--- config.mk ---
export PLATFORM = sky130hd
export DESIGN_NAME = exec_sequencer
export DESIGN_NICKNAME = d
export VERILOG_FILES = /design/src/rtl/exec_sequencer_pkg.sv /design/src/rtl/exec_sequencer_perf_counters.sv /design/src/rtl/exec_sequencer.sv
export SDC_FILE = /design/constraint.sdc
export NUM_CORES = 1
export LEC_CHECK = 0
export BUFFER_PORTS_ARGS = -buffer_cell sky130_fd_sc_hd__buf_4
export CAP_MARGIN = 20
export CORE_MARGIN = 1.5
export CORE_UTILIZATION = 40
export CTS_CLUSTER_SIZE = 40
export DETAILED_ROUTE_END_ITERATION = 7
export PLACE_DENSITY = 0.83
export SKIP_LAST_GASP = 1
export SLEW_MARGIN = 25
export SYNTH_ARGS = -nofsm -noshare
export SYNTH_HDL_FRONTEND = slang
export SYNTH_HIERARCHICAL = 1
export SYNTH_SLANG_ARGS = --single-unit
--- constraint.sdc ---
create_clock -name clk -period 4.8 [get_ports clk]
set_input_delay 0.72 -clock clk [delete_from_list [all_inputs] [get_ports clk]]
set_output_delay 0.72 -clock clk [all_outputs]
set_load 0.02 [all_outputs]
--- src/rtl/exec_sequencer_pkg.sv ---
// Shared types for exec_sequencer: FSM states, instruction classes, latched control word.
// Optional feature macro used by the top: PERF_CNT_EN.
package exec_sequencer_pkg;

  localparam int PC_W_DEF  = 5;
  localparam int CNT_W_DEF = 32;

  typedef enum logic [2:0] {
    ST_IDLE   = 3'd0,
    ST_FETCH  = 3'd1,
    ST_DECODE = 3'd2,
    ST_EXEC   = 3'd3,
    ST_MEM    = 3'd4,
    ST_WB     = 3'd5
  } state_t;

  typedef enum logic [2:0] {
    IC_NOP    = 3'd0,
    IC_BRANCH = 3'd1,
    IC_LOAD   = 3'd2,
    IC_STORE  = 3'd3,
    IC_RTYPE  = 3'd4
  } iclass_t;

  typedef struct packed {
    logic       reg_we;
    logic       data_we;
    logic       wsel;
    logic       branch;
    logic [4:0] branch_off;
    logic [4:0] data_addr;
  } ctrl_t;

  // Branch wins over everything, then store, then load, then R-type.
  function automatic iclass_t classify(input ctrl_t c);
    iclass_t k;
    if (c.branch)                k = IC_BRANCH;
    else if (c.data_we)          k = IC_STORE;
    else if (c.reg_we && !c.wsel) k = IC_LOAD;
    else if (c.reg_we && c.wsel)  k = IC_RTYPE;
    else                         k = IC_NOP;
    return k;
  endfunction

endpackage

--- src/rtl/exec_sequencer_perf_counters.sv ---
// Busy-cycle and retired-instruction counters; both wrap at 2^CNT_W.
module exec_sequencer_perf_counters #(
  parameter int CNT_W = 32
) (
  input  logic             clk,
  input  logic             rst_n,
  input  logic             busy,
  input  logic             retire,
  output logic [CNT_W-1:0] cycle_cnt,
  output logic [CNT_W-1:0] instret_cnt
);

  logic [CNT_W-1:0] r_cycle_cnt;
  logic [CNT_W-1:0] r_instret_cnt;

  always_ff @(posedge clk or negedge rst_n) begin
    if (!rst_n) begin
      r_cycle_cnt   <= '0;
      r_instret_cnt <= '0;
    end else begin
      if (busy)   r_cycle_cnt   <= r_cycle_cnt + CNT_W'(1);
      if (retire) r_instret_cnt <= r_instret_cnt + CNT_W'(1);
    end
  end

  assign cycle_cnt   = r_cycle_cnt;
  assign instret_cnt = r_instret_cnt;

endmodule

--- src/rtl/exec_sequencer.sv ---
// Multi-cycle control FSM: FETCH / DECODE / EXEC / MEM / WB around the decoder; owns the PC.
// Define PERF_CNT_EN to build the cycle/instret counters; otherwise both ports read 0.
module exec_sequencer
  import exec_sequencer_pkg::*;
#(
  parameter int PC_W  = PC_W_DEF,
  parameter int CNT_W = CNT_W_DEF
) (
  input  logic             clk,
  input  logic             rst_n,
  input  logic             run,
  output logic             imem_req,
  output logic [PC_W-1:0]  imem_addr,
  input  logic             imem_ack,
  output logic             ir_load,
  input  logic             dec_reg_we,
  input  logic             dec_data_we,
  input  logic             dec_wsel,
  input  logic             dec_branch,
  input  logic [4:0]       dec_branch_off,
  input  logic [4:0]       dec_data_addr,
  input  logic             alu_zero,
  output logic             dmem_req,
  output logic             dmem_we,
  output logic [4:0]       dmem_addr,
  input  logic             dmem_ack,
  output logic             ld_capture,
  output logic             reg_we,
  output logic [PC_W-1:0]  pc,
  output logic             busy,
  output logic             retire,
  output logic [CNT_W-1:0] cycle_cnt,
  output logic [CNT_W-1:0] instret_cnt
);

  // Handshakes: a request is held with stable address/attributes until the
  // matching ack is seen in the same cycle; acks arriving without a request are ignored.

  state_t            r_state;
  state_t            w_state_next;
  logic [PC_W-1:0]   r_pc;
  logic [PC_W-1:0]   w_pc_next;
  logic [PC_W-1:0]   w_pc_inc;
  ctrl_t             r_ctrl;
  ctrl_t             w_dec_ctrl;
  iclass_t           w_class;
  state_t            w_after_retire;

  assign w_dec_ctrl = '{reg_we:     dec_reg_we,
                        data_we:    dec_data_we,
                        wsel:       dec_wsel,
                        branch:     dec_branch,
                        branch_off: dec_branch_off,
                        data_addr:  dec_data_addr};

  assign w_class        = classify(r_ctrl);
  assign w_pc_inc       = r_pc + PC_W'(1);
  assign w_after_retire = run ? ST_FETCH : ST_IDLE;

  always_ff @(posedge clk or negedge rst_n) begin
    if (!rst_n) begin
      r_state <= ST_IDLE;
      r_pc    <= '0;
      r_ctrl  <= '0;
    end else begin
      r_state <= w_state_next;
      r_pc    <= w_pc_next;
      if (r_state == ST_DECODE) r_ctrl <= w_dec_ctrl;
    end
  end

  always_comb begin
    w_state_next = r_state;
    w_pc_next    = r_pc;
    imem_req     = 1'b0;
    imem_addr    = '0;
    ir_load      = 1'b0;
    dmem_req     = 1'b0;
    dmem_we      = 1'b0;
    ld_capture   = 1'b0;
    reg_we       = 1'b0;
    retire       = 1'b0;
    case (r_state)
      ST_IDLE: begin
        if (run) w_state_next = ST_FETCH;
      end
      ST_FETCH: begin
        imem_req  = 1'b1;
        imem_addr = r_pc;
        if (imem_ack) begin
          ir_load      = 1'b1;
          w_state_next = ST_DECODE;
        end
      end
      ST_DECODE: begin
        w_state_next = ST_EXEC;
      end
      ST_EXEC: begin
        case (w_class)
          IC_BRANCH: begin
            // Offset is zero-extended; the sum wraps at the PC width.
            w_pc_next    = alu_zero ? (r_pc + PC_W'(r_ctrl.branch_off)) : w_pc_inc;
            retire       = 1'b1;
            w_state_next = w_after_retire;
          end
          IC_LOAD, IC_STORE: w_state_next = ST_MEM;
          IC_RTYPE:          w_state_next = ST_WB;
          default: begin
            w_pc_next    = w_pc_inc;
            retire       = 1'b1;
            w_state_next = w_after_retire;
          end
        endcase
      end
      ST_MEM: begin
        dmem_req = 1'b1;
        dmem_we  = r_ctrl.data_we;
        if (dmem_ack) begin
          if (w_class == IC_STORE) begin
            w_pc_next    = w_pc_inc;
            retire       = 1'b1;
            w_state_next = w_after_retire;
          end else begin
            ld_capture   = 1'b1;
            w_state_next = ST_WB;
          end
        end
      end
      ST_WB: begin
        reg_we       = 1'b1;
        w_pc_next    = w_pc_inc;
        retire       = 1'b1;
        w_state_next = w_after_retire;
      end
      default: w_state_next = ST_IDLE;
    endcase
  end

  assign dmem_addr = r_ctrl.data_addr;
  assign pc        = r_pc;
  assign busy      = (r_state != ST_IDLE);

`ifdef PERF_CNT_EN
  exec_sequencer_perf_counters #(
    .CNT_W (CNT_W)
  ) u_perf_counters (
    .clk         (clk),
    .rst_n       (rst_n),
    .busy        (busy),
    .retire      (retire),
    .cycle_cnt   (cycle_cnt),
    .instret_cnt (instret_cnt)
  );
`else
  assign cycle_cnt   = '0;
  assign instret_cnt = '0;
`endif

endmodule

==> flow_summary_export.csv, run 1 <==
group,metric,value,unit
die,die_w,71.3,um
critical_path,cpPeakStageDelay,550,ps
sta,fin_tns_setup,0,ps
power_and_ir_drop,peakVddDrop,0.321,mV
power_and_ir_drop,total_power,1.37,mW
clock_tree,hold_buffers,0,
routing,detail_route.vias_per_cell,4.37,
critical_path,cp_slowest_cell,"dfrtp_1",
placement,gp_congestion,0.795,
power_and_ir_drop,p_per_area,692,nW/um^2
layout,syn2layout_area_growth,6.11,%
yosys,syn-cell-area,1860,um^2
clock_tree,postCtsSetupRepairBufs,0,
critical_path,critPathLaunchType,"flip-flop",
yosys,ys_ff_latch,22,
global_routing,grt_max_degree,23,
critical_path,rrSetupSlack,2940,ps
routing,drt_iter0_drc,22,
layout,insertedDiodeCount,0,
critical_path,path_cells,"nor2b_1, a31oi_1, a21oi_2, buf_4",
yosys,netlist.top_cell.by_area,"dfrtp_1",
sta,finalHoldViolCount,0,
yosys,synthFlopType,"dfrtp_1",
sta,fin_crit_sh,52.1,%
hold_path,hp-class,"input port to asynchronous set/reset pin",
routing,detail-route-antenna-nets,0,
routing,first_pass_iters,4,
clock_tree,cts_root_buffer,"clkbuf_8",
critical_path,cp-end-kind,"output pin",
placement,dp_hpwl,2480,um
sta,max_freq,400,MHz
critical_path,startpoint,"r_state[2]",
yosys,ys_types,38,
critical_path,crit_arrival,1780,ps
critical_path,crit_required,4080,ps
routing,wirelength,3120,um
global_routing,grt_overflow,0,
global_routing,grt_pass1_wl,4910,um
critical_path,cp_max_fo,11,
yosys,synthTopCellsByArea,"dfrtp_1 (30%), buf_4 (28%), mux2_2 (4.2%)",
sta,layout_min_cycle_time,2500,ps
routing,route.detailed.drc,0,
die,initial_core_util,42.2,%
global_routing,antenna_found_initial,0,
power_and_ir_drop,static-leakage-power,1.06,nW
yosys,synth_cells,200,
job,maxCapViolations,0,
sta,maxSlewViolCount,0,
clock_tree,clk_path_buf_depth,2,
clock_tree,clk_latency,260,ps
placement,portBuffers,42,
routing,vias,1250,
sta,skew,7.75,ps
critical_path,crit_end,"retire",
yosys,synth_area_per_cell,9.32,um^2
yosys,yosysTopAreaCellShare,29.5,%
layout,drive_gt1_share,27.4,%
die,rows,24,
global_routing,track_usage,11.9,%
layout,n_fill_cell,431,
layout,final_common_cell,"conb_1",
critical_path,timing.rr.end,"r_ctrl[13]",
critical_path,reg2reg_depth,3,
yosys,ys_seq_area_share,29.5,%
layout,layout_common_cells,"conb_1 (64), buf_4 (42), dfrtp_1 (22)",
layout,fin_nets,261,
sta,slew_headroom,47.1,%
clock_tree,cts_resized,0,
global_routing,grt_pass1_vias,1106,
clock_tree,clk_pin_slew,80,ps
yosys,synth_edf_count,0,
routing,wl_per_cell,10.9,um
yosys,ys_warn_count,6,
critical_path,r2r-start,"r_state[1]",
status,status,"complete, no violations",
sta,tightest_slew,792,ps
die,core,4410,um^2
sta,setup_viol,0,
clock_tree,clkSinkCount,22,
sta,rsz0062_at_grt,"no",
clock_tree,cts_tree,"built",
clock_tree,cts_buffers,3,
die,io_pins,107,
critical_path,critical_path_class,"flip-flop to output pin",
sta,whs,331,ps
clock_tree,htreeDepth,1,
yosys,synthArstFlopShare,100,%
die,die-area,5080,um^2
die,die_h,71.3,um
worst max-delay path, delay by kind of cell, from the launching register on:
family | cells | cell delay [ps]
AOI/OAI and AO/OA | 2 | 510
buffers and inverters | 1 | 230
DFF | 1 | 550
and+or+nand+nor | 1 | 210
layer usage:
layer	wire length [um]	track usage, %
met1	1250	13.4
met2	1600	21.5
met3	231	2.67
met4	44	4.82
met5	0	0
worst min-delay path by stage:
stage | start | end | slack (ps)
2_1_floorplan | rst_n | dmem_addr[0] | 420
3_3_place_gp | r_ctrl[11] | r_ctrl[11] | 490
3_5_place_dp | r_ctrl[11] | r_ctrl[11] | 500
4_1_cts | rst_n | dmem_addr[4] | 330
5_1_grt | rst_n | dmem_addr[0] | 340
6_report | rst_n | r_ctrl[13] | 330
cell usage after synthesis, types with 2 or more instances:
master,n
a21o_1,3
a21oi_1,10
and2_1,3
and3_1,9
buf_4,70
buf_6,4
dfrtp_1,22
ha_1,5
inv_1,10
mux2_2,7
mux2_4,5
nand2_1,7
nand3_1,3
nor2_1,2
nor2b_1,3
nor3_1,2
o21a_1,3
o21ai_0,8
o22ai_1,2
xnor2_1,4
flip-flops by register name, summed over array words and instances, names as in the netlist:
register   cells
r_state        3
pc             5
dmem_addr      5
r_ctrl         9
layout make-up:
class                      count  area [um^2]  area share (%)
clock buffer                   3         41.3            2.09
clock inverter                 1         30.0            1.52
inverter                      11         43.8            2.21
multi-input combinational    155          932            47.1
sequential                    22          551            27.8
tap                           52         65.1            3.29
timing repair buffer          42          315            15.9
logic make-up (layout without fill, tap and decap cells):
| logic type | count (synthesis) | in the layout | synth area share, % |
|---|---|---|---|
| buffers and inverters | 86 | 57 | 33.2 |
| multiplexers | 13 | 13 | 8.79 |
| AO/OA/AOI/OAI | 33 | 33 | 11.1 |
| adder cells (fa/ha/maj) | 6 | 6 | 4.43 |
| other | 1 | 64 | 0.201 |
| XOR/XNOR | 4 | 4 | 1.88 |
| AND/OR/NAND/NOR | 35 | 35 | 10.9 |
| flip-flops | 22 | 22 | 29.5 |
report_power, final:
| group | total [mW] | switching (mW) | internal, mW |
|---|---|---|---|
| Combinational | 0.812 | 0.438 | 0.374 |
| Sequential | 0.385 | 0.106 | 0.279 |
| Clock | 0.172 | 0.0604 | 0.111 |
per-stage QoR:
| stage | cell area [um^2] | std cells | util (%) | worst slack (ps) |
|---|---|---|---|---|
| global route | 1980 | 286 | 44.8 | 2230 |
| finish | 1980 | 286 | 44.8 | 2300 |
| detailed placement | 1910 | 282 | 43.2 | 2580 |
| floorplan | 2100 | 263 | - | 2380 |
| CTS | 1980 | 286 | 44.8 | 2330 |
| global placement | 1910 | 282 | 43.2 | 2610 |
No activity file was read; power rests on OpenSTA's default activity.
==> run 2: changes to the inputs <==
ABC_AREA = 1   (was not set)
PLACE_DENSITY = 0.85   (was 0.83)
clock period = 2.1 ns   (was 4.8 ns; I/O delays follow)
==> run 2 against run 1 <==
Against the previous run:
- synthesized area up 3.2%
- sequential power up 120%
- power up 130%
- worst hold slack worse by 71 ps
- die area up 3.1%
- flip-flop and latch count unchanged
- largest cell class unchanged
- largest power group unchanged
==> flow_summary_export.csv, run 2 <==
group,metric,value,unit
hold_path,hp-class,"input port to flip-flop",
routing,vias,1412,
yosys,netlist.top_cell.by_area,"dfrtp_1",
layout,largest_register,"r_ctrl",
clock_tree,clkSinkCount,22,
yosys,synth_edf_count,0,
layout,layout_common_cells,"conb_1 (64), buf_4 (43), nand2_1 (34)",
critical_path,path_cells,"nor2_1, nand2_2, nor2_2, nor2_4, inv_6, buf_4",
layout,final_area,2080,um^2
critical_path,r2r-start,"pc[0]",
yosys,ys_ff_latch,22,
critical_path,crit_buf_inv,2,
placement,gp_congestion,0.942,
layout,final_core_util,44.4,%
critical_path,reg2reg_depth,11,
layout,multiInputGateArea,970,um^2
sta,rsz0062_at_grt,"no",
sta,maxSlewViolCount,0,
sta,skew,7.41,ps
critical_path,rrSetupSlack,400,ps
yosys,synthSimpleGateAreaFrac,20.3,%
clock_tree,clk_path_buf_depth,2,
die,rows,25,
power_and_ir_drop,p_per_area,1540,nW/um^2
sta,setup_ws,330,ps
sta,layout_min_cycle_time,1770,ps
yosys,yosysTopAreaCellShare,28.6,%
yosys,yosys-top-cells-count,"buf_4 (69), nand2_1 (34), inv_1 (24), nor2_1 (24), dfrtp_1 (22)",
yosys,synth_area_per_cell,7.92,um^2
layout,n_fill_cell,480,
clock_tree,clk_latency,260,ps
global_routing,antenna_found_initial,0,
sta,fin_tns_setup,0,ps
layout,fin_nets,310,
yosys,synthTopCellsByArea,"dfrtp_1 (29%), buf_4 (27%), mux2_4 (7.0%)",
die,initial_core_util,41.0,%
global_routing,grt_max_degree,23,
yosys,ys_types,28,
yosys,syn-cell-area,1920,um^2
yosys,ys_warn_count,6,
sta,max_freq,565,MHz
job,maxCapViolations,0,
critical_path,crit_required,1780,ps
yosys,synthAdderAreaFrac,4.29,%
global_routing,track_usage,13.3,%
critical_path,cp-end-kind,"output pin",
yosys,synth.mux.area_fraction,7.02,%
critical_path,cp_max_fo,9,
routing,drt_iter0_drc,46,
global_routing,grt_overflow,0,
clock_tree,postCtsSetupRepairBufs,0,
clock_tree,clk_pin_slew,80,ps
routing,detail-route-antenna-nets,0,
yosys,ys_seq_area_share,28.6,%
hold_path,whs_path_depth,2,
yosys,synthArstFlopShare,100,%
yosys,yosysMostFrequentCell,"buf_4",
sta,finalHoldViolCount,0,
sta,setup_viol,0,
placement,dp_slack,417,ps
yosys,synth_compound_area_share,5.85,%
power_and_ir_drop,total_power,3.21,mW
global_routing,grt_pass1_wl,5600,um
status,status,"complete, no violations",
power_and_ir_drop,peakVddDrop,0.703,mV
critical_path,critPathLaunchType,"flip-flop",
layout,syn2layout_area_growth,8.19,%
clock_tree,cts_resized,0,
yosys,synth_top_family_by_area,"buffers and inverters",
die,core,4690,um^2
placement,place_area,2020,um^2
routing,wirelength,3410,um
yosys,synthFlopType,"dfrtp_1",
critical_path,cp_slowest_cell,"dfrtp_1",
yosys,synth_xor_area_share,0.455,%
layout,final_common_cell,"conb_1",
critical_path,crit_family,"simple AND/OR/NAND/NOR gates",
critical_path,timing.rr.end,"pc[4]",
global_routing,grt_pass1_vias,1311,
die,die_w,72.4,um
clock_tree,cts_tree,"built",
clock_tree,htreeDepth,1,
routing,detail_route.vias_per_cell,4.19,
layout,finalNonFillerCells,337,
die,die-area,5240,um^2
layout,largest_reg_flops,9,
hold_path,hold_end,"r_state[0]",
clock_tree,cts_root_buffer,"clkbuf_8",
die,die_h,72.4,um
clock_tree,hold_buffers,1,
placement,dp_hpwl,2740,um
yosys,synth_cells,243,
power_and_ir_drop,static-leakage-power,1.21,nW
hold_path,worstHoldStart,"imem_ack",
routing,first_pass_iters,4,
critical_path,crit_arrival,1450,ps
placement,placedCellCount,332,
layout,drive_gt1_share,26.1,%
clock_tree,cts_buffers,3,
placement,portBuffers,42,
critical_path,critical_path_class,"flip-flop to output pin",
layout,ff_latch_area,551,um^2
critical_path,cpPeakStageDelay,440,ps
routing,wl_per_cell,10.1,um
die,io_pins,107,
layout,insertedDiodeCount,0,
routing,route.detailed.drc,0,
sta,whs,259,ps
sta,fin_crit_sh,84.3,%
run 2: changes by cell type after synthesis, sizes merged, moves of 9 or more:
| cell | previous run | this run |
|---|---|---|
| nand2 | 7 | 36 |
| nor2 | 2 | 31 |
| inv | 11 | 27 |
| nand3 | 3 | 13 |
| and3 | 9 | 0 |
run 2: worst max-delay path by stage:
stage                     from      to  slack, ps  depth (start not counted)
floorplan                pc[0]   pc[4]        440                         11
global placement         pc[0]   pc[4]        510                         11
detailed placement       pc[0]   pc[4]        420                         11
CTS                 r_state[0]  retire        310                          6
global route        r_state[0]  retire        190                          6
finish              r_state[0]  retire        330                          6
run 2: kinds of logic after synthesis:
| logic type | after synthesis |
|---|---|
| xor gates and xnor gates | 1 |
| AOI/OAI and AO/OA | 20 |
| buffers and inverters | 98 |
| other | 1 |
| and+or+nand+nor | 86 |
| DFF | 22 |
| adders and majority gates | 6 |
| muxes | 9 |
run 2: layout make-up:
type / count / share of cell area (%)
Multi-Input combinational cell: 186 / 46.6
Clock buffer: 4 / 2.64
Sequential cell: 22 / 26.4
Tap cell: 54 / 3.25
Timing Repair Buffer: 44 / 16.0
Inverter: 27 / 5.11
run 2: layer usage:
| metal | share of wire [%] | global-route usage, % |
|---|---|---|
| met1 | 41 | 16.2 |
| met2 | 50 | 23.5 |
| met3 | 7.7 | 3.61 |
| met4 | 1.7 | 3.14 |
| met5 | 0 | 0 |
run 2: report_power, final:
part,switching (mW),internal [mW]
clock,0.142,0.167
combinational,1.18,0.857
sequential,0.224,0.637
run 2: worst register-to-register path, delay by kind of cell (launching register included):
kind	cells	cell delay [ps]
and+or+nand+nor	6	380
adders and majority gates	2	560
buffers and inverters	2	130
DFF	1	470
AOI/OAI and AO/OA	1	50
